`config.mk`:
```
export PLATFORM = sky130hd
export DESIGN_NAME = iic_slave_regs
export DESIGN_NICKNAME = d
export VERILOG_FILES = /design/src/rtl/iic_slave_regs.sv
export SDC_FILE = /design/constraint.sdc
export NUM_CORES = 1
export LEC_CHECK = 0
export ABC_CLOCK_PERIOD_IN_PS = 3400
export BUFFER_PORTS_ARGS = -buffer_cell sky130_fd_sc_hd__buf_2
export CAP_MARGIN = 20
export CORE_MARGIN = 5
export CORE_UTILIZATION = 40
export DETAILED_ROUTE_END_ITERATION = 8
export GPL_TIMING_DRIVEN = 0
export SYNTH_ARGS = -nofsm -noshare
export SYNTH_HDL_FRONTEND = slang
export SYNTH_SLANG_ARGS = --single-unit
```
`constraint.sdc`:
```
create_clock -name clk_i -period 3.4 [get_ports clk_i]
set_clock_uncertainty 0.05 [all_clocks]
set_input_delay 0.34 -clock clk_i [delete_from_list [all_inputs] [get_ports clk_i]]
set_output_delay 0.34 -clock clk_i [all_outputs]
set_load 0.02 [all_outputs]
```
`src/rtl/iic_slave_regs.sv`:
```
// IIC target with a byte-wide register file. SCL/SDA are oversampled on clk_i,
// glitch-filtered, and decoded by a single FSM; SDA is driven open-drain via sda_oe_o.

module iic_slave_regs_filt #(
  parameter int FILT_CYC = 4
) (
  input  logic clk_i,
  input  logic rst_i,
  input  logic i_raw,
  output logic o_filt
);
  logic [1:0] r_sync;
  logic [3:0] r_cnt;
  logic       r_filt;

  // A new level is accepted only after FILT_CYC consecutive differing samples.
  always_ff @(posedge clk_i) begin
    if (rst_i) begin
      r_sync <= 2'b11;
      r_cnt  <= '0;
      r_filt <= 1'b1;
    end else begin
      r_sync <= {r_sync[0], i_raw};
      if (r_sync[1] == r_filt) begin
        r_cnt <= '0;
      end else if (r_cnt == 4'(FILT_CYC - 1)) begin
        r_filt <= r_sync[1];
        r_cnt  <= '0;
      end else begin
        r_cnt <= r_cnt + 4'd1;
      end
    end
  end

  assign o_filt = r_filt;
endmodule

module iic_slave_regs #(
  parameter logic [6:0] DEV_ADDR = 7'h21,
  parameter int         NUM_REGS = 16,
  parameter int         FILT_CYC = 4
) (
  input  logic       clk_i,
  input  logic       rst_i,
  input  logic       scl_i,
  input  logic       sda_i,
  output logic       sda_oe_o,
  output logic       wr_stb_o,
  output logic [7:0] wr_addr_o,
  output logic [7:0] wr_data_o,
  input  logic [7:0] host_addr_i,
  output logic [7:0] host_rdata_o,
  output logic       busy_o
);
  localparam int AW = (NUM_REGS > 1) ? $clog2(NUM_REGS) : 1;

  typedef enum logic [3:0] {
    S_IDLE, S_ADDR, S_ACK_A, S_PTR, S_ACK_P,
    S_WDATA, S_ACK_W, S_RDATA, S_RACK, S_IGNORE
  } state_t;

  logic [1:0] w_raw, w_filt;
  logic [1:0] r_filt_d;
  logic       w_scl, w_sda, w_scl_rise, w_scl_fall, w_start, w_stop;
  logic [7:0] w_byte;
  logic [AW-1:0] w_ptr_nxt;
  logic       w_unused;

  state_t        r_state;
  logic [3:0]    r_cnt;
  logic [7:0]    r_shift;
  logic [7:0]    r_tx;
  logic          r_rw;
  logic [AW-1:0] r_ptr;
  logic          r_oe;
  logic          r_busy;
  logic          r_wr_stb;
  logic [7:0]    r_wr_addr, r_wr_data;
  logic [7:0]    r_host_rdata;
  logic [7:0]    r_regs [NUM_REGS];

  // Index 1 carries SCL, index 0 carries SDA.
  assign w_raw = {scl_i, sda_i};

  iic_slave_regs_filt #(.FILT_CYC(FILT_CYC)) u_filt [1:0] (
    .clk_i  (clk_i),
    .rst_i  (rst_i),
    .i_raw  (w_raw),
    .o_filt (w_filt)
  );

  assign w_scl      = w_filt[1];
  assign w_sda      = w_filt[0];
  assign w_scl_rise = w_scl & ~r_filt_d[1];
  assign w_scl_fall = ~w_scl & r_filt_d[1];
  assign w_start    = w_scl & r_filt_d[1] & r_filt_d[0] & ~w_sda;
  assign w_stop     = w_scl & r_filt_d[1] & ~r_filt_d[0] & w_sda;
  assign w_byte     = {r_shift[6:0], w_sda};
  assign w_ptr_nxt  = r_ptr + 1'b1;
  assign w_unused   = &{1'b0, host_addr_i};

  always_ff @(posedge clk_i) begin
    if (rst_i) begin
      r_filt_d  <= 2'b11;
      r_state   <= S_IDLE;
      r_cnt     <= '0;
      r_shift   <= '0;
      r_tx      <= '0;
      r_rw      <= 1'b0;
      r_ptr     <= '0;
      r_oe      <= 1'b0;
      r_busy    <= 1'b0;
      r_wr_stb  <= 1'b0;
      r_wr_addr <= '0;
      r_wr_data <= '0;
      for (int i = 0; i < NUM_REGS; i++) r_regs[i] <= '0;
    end else begin
      r_filt_d <= w_filt;
      r_wr_stb <= 1'b0;
      // Bus conditions override any bit-level activity.
      if (w_start) begin
        r_state <= S_ADDR;
        r_cnt   <= '0;
        r_oe    <= 1'b0;
        r_busy  <= 1'b1;
      end else if (w_stop) begin
        r_state <= S_IDLE;
        r_cnt   <= '0;
        r_oe    <= 1'b0;
        r_busy  <= 1'b0;
      end else begin
        case (r_state)
          S_ADDR, S_PTR, S_WDATA: begin
            if (w_scl_rise) begin
              r_shift <= w_byte;
              r_cnt   <= r_cnt + 4'd1;
              if (r_state == S_WDATA && r_cnt == 4'd7) begin
                r_regs[r_ptr] <= w_byte;
                r_wr_stb      <= 1'b1;
                r_wr_addr     <= 8'(r_ptr);
                r_wr_data     <= w_byte;
                r_ptr         <= w_ptr_nxt;
              end
            end else if (w_scl_fall && r_cnt == 4'd8) begin
              r_cnt <= '0;
              if (r_state == S_ADDR) begin
                if (r_shift[7:1] == DEV_ADDR) begin
                  r_rw    <= r_shift[0];
                  r_oe    <= 1'b1;
                  r_state <= S_ACK_A;
                end else begin
                  r_state <= S_IGNORE;
                end
              end else if (r_state == S_PTR) begin
                r_ptr   <= r_shift[AW-1:0];
                r_oe    <= 1'b1;
                r_state <= S_ACK_P;
              end else begin
                r_oe    <= 1'b1;
                r_state <= S_ACK_W;
              end
            end
          end
          S_ACK_A: begin
            if (w_scl_fall) begin
              if (r_rw) begin
                r_tx    <= r_regs[r_ptr];
                r_oe    <= ~r_regs[r_ptr][7];
                r_state <= S_RDATA;
              end else begin
                r_oe    <= 1'b0;
                r_state <= S_PTR;
              end
            end
          end
          S_ACK_P, S_ACK_W: begin
            if (w_scl_fall) begin
              r_oe    <= 1'b0;
              r_state <= S_WDATA;
            end
          end
          S_RDATA: begin
            // r_cnt counts rising edges; the bit driven after a fall is 7-r_cnt.
            if (w_scl_rise) begin
              r_cnt <= r_cnt + 4'd1;
            end else if (w_scl_fall) begin
              if (r_cnt == 4'd8) begin
                r_oe    <= 1'b0;
                r_cnt   <= '0;
                r_state <= S_RACK;
              end else begin
                r_oe <= ~r_tx[3'd7 - r_cnt[2:0]];
              end
            end
          end
          S_RACK: begin
            if (w_scl_rise) begin
              if (!w_sda) begin
                r_ptr   <= w_ptr_nxt;
                r_tx    <= r_regs[w_ptr_nxt];
                r_cnt   <= '0;
                r_state <= S_RDATA;
              end else begin
                r_state <= S_IGNORE;
              end
            end
          end
          S_IDLE, S_IGNORE: r_oe <= 1'b0;
          default: begin
            r_oe    <= 1'b0;
            r_state <= S_IDLE;
          end
        endcase
      end
    end
  end

  always_ff @(posedge clk_i) begin
    if (rst_i) r_host_rdata <= '0;
    else       r_host_rdata <= r_regs[host_addr_i[AW-1:0]];
  end

  assign sda_oe_o     = r_oe;
  assign wr_stb_o     = r_wr_stb;
  assign wr_addr_o    = r_wr_addr;
  assign wr_data_o    = r_wr_data;
  assign host_rdata_o = r_host_rdata;
  assign busy_o       = r_busy;
endmodule

```
* After elaboration in Yosys (flattened, before gate mapping)
Memories as Yosys holds them, arrays and structs flattened. A register that Yosys moved wholly into a read port is not among the register bits. Cells that the tools add are included.
Word-level totals: bits in registers 60, RAM bits 128, input port bits 12, output and inout port bits 27, memories 1
Cells by class: add/sub/neg operators 5, $lt $le $gt $ge 1, equal/unequal tests 42, mux-type cells 66, bitwise operators 20, reduce and logical (&&, ||, !) cells 25
Memories:
- r_regs | depth 16, width 8, read ports 3, clocked after memory_dff 2, wr ports 16, line 80 | logic [7:0] r_regs [NUM_REGS];
Operators with widths (count):
- $mux W4 | 28
- $mux W8 | 5
- $ne A4 B4 Y1 const B | 8
- $reduce_and A9 Y1 | 3
- $mux W1 | 25
- $ne A3 B3 Y1 const B | 8
- $pmux W4 S6 | 1
- $eq A4 B3 Y1 const B | 5
- $ne A2 B2 Y1 const B | 10
- $add A4 B1 Y4 const B | 4
- $eq A4 B2 Y1 const B | 4
- $pmux W8 S2 | 1
- $reduce_and A7 Y1 | 2
- $not A1 Y1 | 13
- $eq A4 B4 Y1 const B | 3
- $pmux W4 S3 | 1
- $reduce_or A3 Y1 | 4
- $pmux W4 S2 | 1
- $reduce_and A8 Y1 | 1
- $reduce_or A8 Y1 | 1
- $and A1 B1 Y1 | 7
- $eq A7 B6 Y1 const B | 1
- $reduce_and A6 Y1 | 1
- $reduce_bool A2 Y1 | 3
- other kinds (15) | 19

* Longest topological paths before layout
depth in word-level cells 11, depth in mapped cells 10, gate-level depth less buffers 7

* Hierarchy
A second synthesis with hierarchy kept.
Unflattened totals: cell total of the unflattened synthesis 968, area total of the unflattened synthesis 11395.9 um2
By module, submodules not included:
- iic_slave_regs | times used 1, cells an instance 920, area an instance 10900.5 um2, sequential area each 5004.8 um2
- iic_slave_regs_filt | times used 2, cells an instance 24, area an instance 247.7 um2, sequential area each 140.1 um2

* Worst setup path before layout
No wires, ideal clock.
kind register -> register, start register r_ptr[0], end register r_tx[7], arrival time 2378 ps, data required time 3224 ps, setup slack 847 ps, cell stages (with the launch flop) 9, buffers on the path 2, clock period less this slack 2553 ps, cells stage by stage dfxtp_1 > buf_2 > inv_1 > ha_1 > buf_2 > mux4_2 > mux4_2 > a21oi_1 > o21ai_0
On the way: longest elaborated chain between the ends 5
RTL lines:
- from (decl) | line 74 | logic [AW-1:0] r_ptr;
- from (signal assigned) | line 142 | r_ptr <= w_ptr_nxt;
- from (signal assigned) | line 155 | r_ptr <= r_shift[AW-1:0];
- from (signal assigned) | line 199 | r_ptr <= w_ptr_nxt;
- $add A4 B1 Y4 | line 99 | assign w_ptr_nxt = r_ptr + 1'b1;
- $mem_v2 Z16 W8
- $mux W8 | line 198 | if (!w_sda) begin
- $mux W8 | line 197 | if (w_scl_rise) begin
- $pmux W8 S2 | line 132 | case (r_state)
- to (signal assigned) | line 167 | r_tx <= r_regs[r_ptr];
- to (signal assigned) | line 200 | r_tx <= r_regs[w_ptr_nxt];
- to (decl) | line 72 | logic [7:0] r_tx;
Every way passes these cells. The select of a mux whose other input is x is not followed. A chain may end at the register's enable or synchronous reset.

* Worst setup path after layout
start register r_ptr[0], end register r_tx[4]
The elaborated chain is that of the path after synthesis.

==> run_summary.xml <==
<?xml version="1.0" encoding="UTF-8"?>
<metrics>
  <group name="min_path">
    <metric name="min_path_type" unit="">primary input to flop</metric>
  </group>
  <group name="sta">
    <metric name="unrepaired_setup_endpoints_after_global_routing" unit="">no</metric>
    <metric name="timing.final.max_slew_violations" unit="">0</metric>
    <metric name="worst_hold_slack" unit="ns">0.03036</metric>
    <metric name="final_min_period_over_clock_period" unit="">0.9740</metric>
    <metric name="worst_slew_pin_slew" unit="ns">1.046</metric>
    <metric name="finalSetupViolCount" unit="">0</metric>
    <metric name="achievable-frequency" unit="GHz">0.3020</metric>
    <metric name="slew_headroom" unit="">0.2979</metric>
    <metric name="report.final.hold_viol_count" unit="">0</metric>
    <metric name="final.min_clock_period" unit="ns">3.312</metric>
  </group>
  <group name="critical_path">
    <metric name="crit_cells" unit="">10</metric>
    <metric name="cp_max_fo" unit="">10</metric>
    <metric name="ff2ff_setup_slack" unit="ns">0.09</metric>
    <metric name="rr_endpoint" unit="">r_tx[4]$_SDFFE_PP0P_</metric>
    <metric name="worstSetupStartpointType" unit="">flop</metric>
    <metric name="worst_endpoint_data_arrival_time" unit="ns">3.60</metric>
    <metric name="crit_type" unit="">flop to flop</metric>
    <metric name="worst-endpoint-required" unit="ns">3.68</metric>
    <metric name="critical_path.cell_chain" unit="">buf_4 -&gt; inv_1 -&gt; ha_1 -&gt; buf_2 -&gt; buf_4 -&gt; buf_4 -&gt; mux4_2 -&gt; nand2_1 -&gt; a31oi_1 -&gt; a32o_1</metric>
    <metric name="crit-reg2reg-launch" unit="">r_ptr[0]$_SDFFE_PP0P_</metric>
    <metric name="path_buf_inv" unit="">5</metric>
    <metric name="ff2ff_path_depth" unit="">10</metric>
    <metric name="cp_max_delay_cell" unit="">dfxtp_2</metric>
    <metric name="critical_path.endpoint" unit="">r_tx[4]$_SDFFE_PP0P_</metric>
    <metric name="critical_path.startpoint" unit="">r_ptr[0]$_SDFFE_PP0P_</metric>
    <metric name="cp-end-kind" unit="">flop</metric>
    <metric name="cp_top_family" unit="">buffers and inverters</metric>
    <metric name="cp_slowest_stage_delay" unit="ns">0.44</metric>
    <metric name="crit_path_frequent_cell" unit="">buf_4</metric>
  </group>
  <group name="global_route">
    <metric name="maximum_number_of_pins_on_one_net_before_global_route_repair" unit="">18</metric>
    <metric name="number_of_antenna_violations_at_the_first_check_in_global_routing" unit="">1</metric>
    <metric name="groute.usage.overall" unit="">0.2245</metric>
    <metric name="grt_pass1_wl" unit="mm">51.47</metric>
    <metric name="number_of_global_route_vias_before_repair" unit="">7860</metric>
    <metric name="grt_remaining_overflow" unit="">0</metric>
  </group>
  <group name="finish">
    <metric name="area_delta_synth_final" unit="%">11.16</metric>
    <metric name="antenna_cells" unit="">0</metric>
    <metric name="layout-drive-gt1-share" unit="">0.2107</metric>
    <metric name="filler_cell_count" unit="">2622</metric>
    <metric name="finalNetCount" unit="">1016</metric>
    <metric name="final_cells" unit="">1384</metric>
  </group>
  <group name="route">
    <metric name="final_antenna_net_count" unit="">0</metric>
    <metric name="route.detailed.wl_per_inst" unit="um">25.17</metric>
    <metric name="routed_wl" unit="mm">34.83</metric>
    <metric name="detail_route.first_pass.iterations" unit="">5</metric>
    <metric name="avgViaCountPerCell" unit="">5.924</metric>
    <metric name="num_vias" unit="">8199</metric>
    <metric name="drc" unit="">0</metric>
    <metric name="dr.first_iter.drc_count" unit="">1016</metric>
  </group>
  <group name="cts">
    <metric name="cts-hold-fix-buffers" unit="">0</metric>
    <metric name="clk_latency" unit="ns">0.44</metric>
    <metric name="tritoncts_clock_tree" unit="">done</metric>
    <metric name="cts.sink_count" unit="">200</metric>
    <metric name="cts.path.max_buffers" unit="">2</metric>
    <metric name="ctsRootBufferMaster" unit="">clkbuf_16</metric>
    <metric name="cts_htree_levels" unit="">4</metric>
    <metric name="cts-buffers-inserted" unit="">17</metric>
    <metric name="clkTransAtPathRegs" unit="ns">0.08</metric>
  </group>
  <group name="synthesis">
    <metric name="post_synth_instance_area" unit="um^2">11160</metric>
    <metric name="synth_sequential_area_ratio" unit="">0.4736</metric>
    <metric name="synth-edff-count" unit="">128</metric>
    <metric name="ys_warn_count" unit="">0</metric>
    <metric name="synth.avg_cell_area" unit="um^2">11.81</metric>
    <metric name="synth_cells" unit="">945</metric>
    <metric name="ys_async_sr_fraction" unit="">0</metric>
    <metric name="synth-main-ff-cell" unit="">edfxtp_1</metric>
    <metric name="ys_ff_latch" unit="">200</metric>
    <metric name="ys_types" unit="">62</metric>
  </group>
  <group name="placed_design">
    <metric name="placedCellCount" unit="">1352</metric>
    <metric name="place_hpwl" unit="mm">26.23</metric>
    <metric name="port_buffers" unit="">26</metric>
    <metric name="globalplace.congestion" unit="">0.9825</metric>
  </group>
  <group name="die">
    <metric name="chipWidth" unit="um">177.0</metric>
    <metric name="fp.dieH" unit="um">177.0</metric>
    <metric name="core_region_area" unit="um^2">27630</metric>
    <metric name="rows" unit="">61</metric>
    <metric name="boundaryPins" unit="">39</metric>
    <metric name="die-area" unit="um^2">31340</metric>
    <metric name="initial_core_util" unit="">0.4039</metric>
  </group>
  <group name="status">
    <metric name="status" unit="">completed</metric>
  </group>
  <group name="power_and_ir_drop">
    <metric name="leakage" unit="uW">0.004359</metric>
    <metric name="power.ir.vdd_worst" unit="uV">312.0</metric>
    <metric name="powerDensity" unit="nW/um^2">497.0</metric>
  </group>
  <group name="job">
    <metric name="max-cap-violations" unit="">0</metric>
  </group>
</metrics>
## logic make-up after synthesis
| family | after synthesis | share of synthesized area |
|---|---|---|
| AND/OR/NAND/NOR | 378 | 0.1743 |
| multiplexers | 138 | 0.2224 |
| flip-flops | 200 | 0.4736 |
| XOR/XNOR | 11 | 0.009306 |
| other | 1 | 0.0003360 |
| AO/OA/AOI/OAI | 108 | 0.06682 |
| adder cells (fa/ha/maj) | 11 | 0.01233 |
| buffers and inverters | 98 | 0.04081 |
## timing repair
action                     CTS  global route
cloned                       0             0
gates resized for setup      4             1
setup buffers                0             0
hold endpoints to repair     0             0
setup endpoints to repair    8             5
## worst min path at each step
stage,from,to,depth (start not counted)
finish,scl_i,u_filt[1].r_sync[0]$_SDFF_PP1_,2
global route,scl_i,u_filt[1].r_sync[0]$_SDFF_PP1_,2
CTS,scl_i,u_filt[1].r_sync[0]$_SDFF_PP1_,2
detailed placement,u_filt[1].r_sync[0]$_SDFF_PP1_,u_filt[1].r_sync[1]$_SDFF_PP1_,1
global placement,u_filt[0].r_sync[0]$_SDFF_PP1_,u_filt[0].r_sync[1]$_SDFF_PP1_,1
floorplan,u_filt[0].r_sync[0]$_SDFF_PP1_,u_filt[0].r_sync[1]$_SDFF_PP1_,1
## cells in the mapped netlist (all sizes together) (5+ instances only)
master    n  area share
ha       11       0.012
nand2b   13      0.0080
nand2    73       0.025
a32o      7      0.0063
o21ai    15      0.0067
and3     12      0.0067
inv      21      0.0071
nor4b     5      0.0053
clkbuf   34       0.011
a311oi    7      0.0055
dfxtp    72        0.13
a31oi    14      0.0078
or3       6      0.0034
and2     66       0.037
a21oi    24       0.011
nor3      8      0.0036
or2      15      0.0084
mux4     88        0.18
nor2b    17      0.0095
a41o      5      0.0045
edfxtp  128        0.34
nor2    109       0.037
buf      43       0.022
nand4     5      0.0050
a22oi     8      0.0054
o22ai     7      0.0039
mux2i    50       0.045
xnor2     6      0.0047
xor2      5      0.0046
nand3    35       0.016
## per-stage QoR
| stage | area [um^2] | setup TNS, ns | total power (uW) | worst slack (ns) | utilization |
|---|---|---|---|---|---|
| 2_1_floorplan | 11170 | 0 | 3646 | 0.8467 | - |
| 3_3_place_gp | 11770 | -1.417 | 3991 | -0.3319 | 0.4261 |
| 3_5_place_dp | 11770 | -1.645 | 3996 | -0.3662 | 0.4261 |
| 4_1_cts | 12400 | 0 | 6146 | 0.1187 | 0.4489 |
| 5_1_grt | 12400 | 0 | 6368 | 0.05636 | 0.4490 |
| 6_report | 12400 | 0 | 6165 | 0.08842 | 0.4490 |
## registers in the layout, indices dropped and copies added, names as in the netlist, named ones only
register	cells
busy_o	1
host_rdata_o	8
r_cnt	4
r_filt_d	2
r_ptr	4
r_regs	128
r_rw	1
r_shift	8
r_state	4
r_tx	8
sda_oe_o	1
u_filt.o_filt	2
u_filt.r_cnt	8
u_filt.r_sync	4
wr_addr_o	4
wr_data_o	8
wr_stb_o	1
## metal layers
metal / vias to the layer above / track usage / share of wire
met5: - / 0 / 0
met4: 0 / 0.08865 / 0.037
met3: 77 / 0.02927 / 0.084
met2: 415 / 0.3423 / 0.45
met1: 4086 / 0.3274 / 0.43
li1: 3621 / - / -
## area by class of cell
class                           count  area, um^2  area share
Multi-Input combinational cell    650        5433      0.4380
Tap cell                          378       473.0     0.03813
Inverter                           21       78.83    0.006355
Clock buffer                       20       456.7     0.03682
Clock inverter                     12       162.7     0.01311
Buffer                             77       384.1     0.03097
Sequential cell                   200        5286      0.4262
Timing Repair Buffer               26       130.1     0.01049
## cell usage in the layout (no fill, tap or decap), types with 15 or more instances in the layout
master     instances
nand3_1           35
clkbuf_16         17
dfxtp_1           71
buf_2             51
mux4_2            88
nand2_1           73
nor2_1           109
inv_1             21
and2_1            66
clkbuf_1          35
mux2i_1           50
a21oi_1           23
nor2b_1           17
buf_4             15
edfxtp_1         128
## where the power goes
part	leakage (uW)	total, uW	switching, uW	internal, uW
logic	0.00226	1200	722	476
clock network	0.000299	2180	970	1210
registers	0.00180	2790	93.8	2690
No activity file was read; power rests on OpenSTA's default activity.
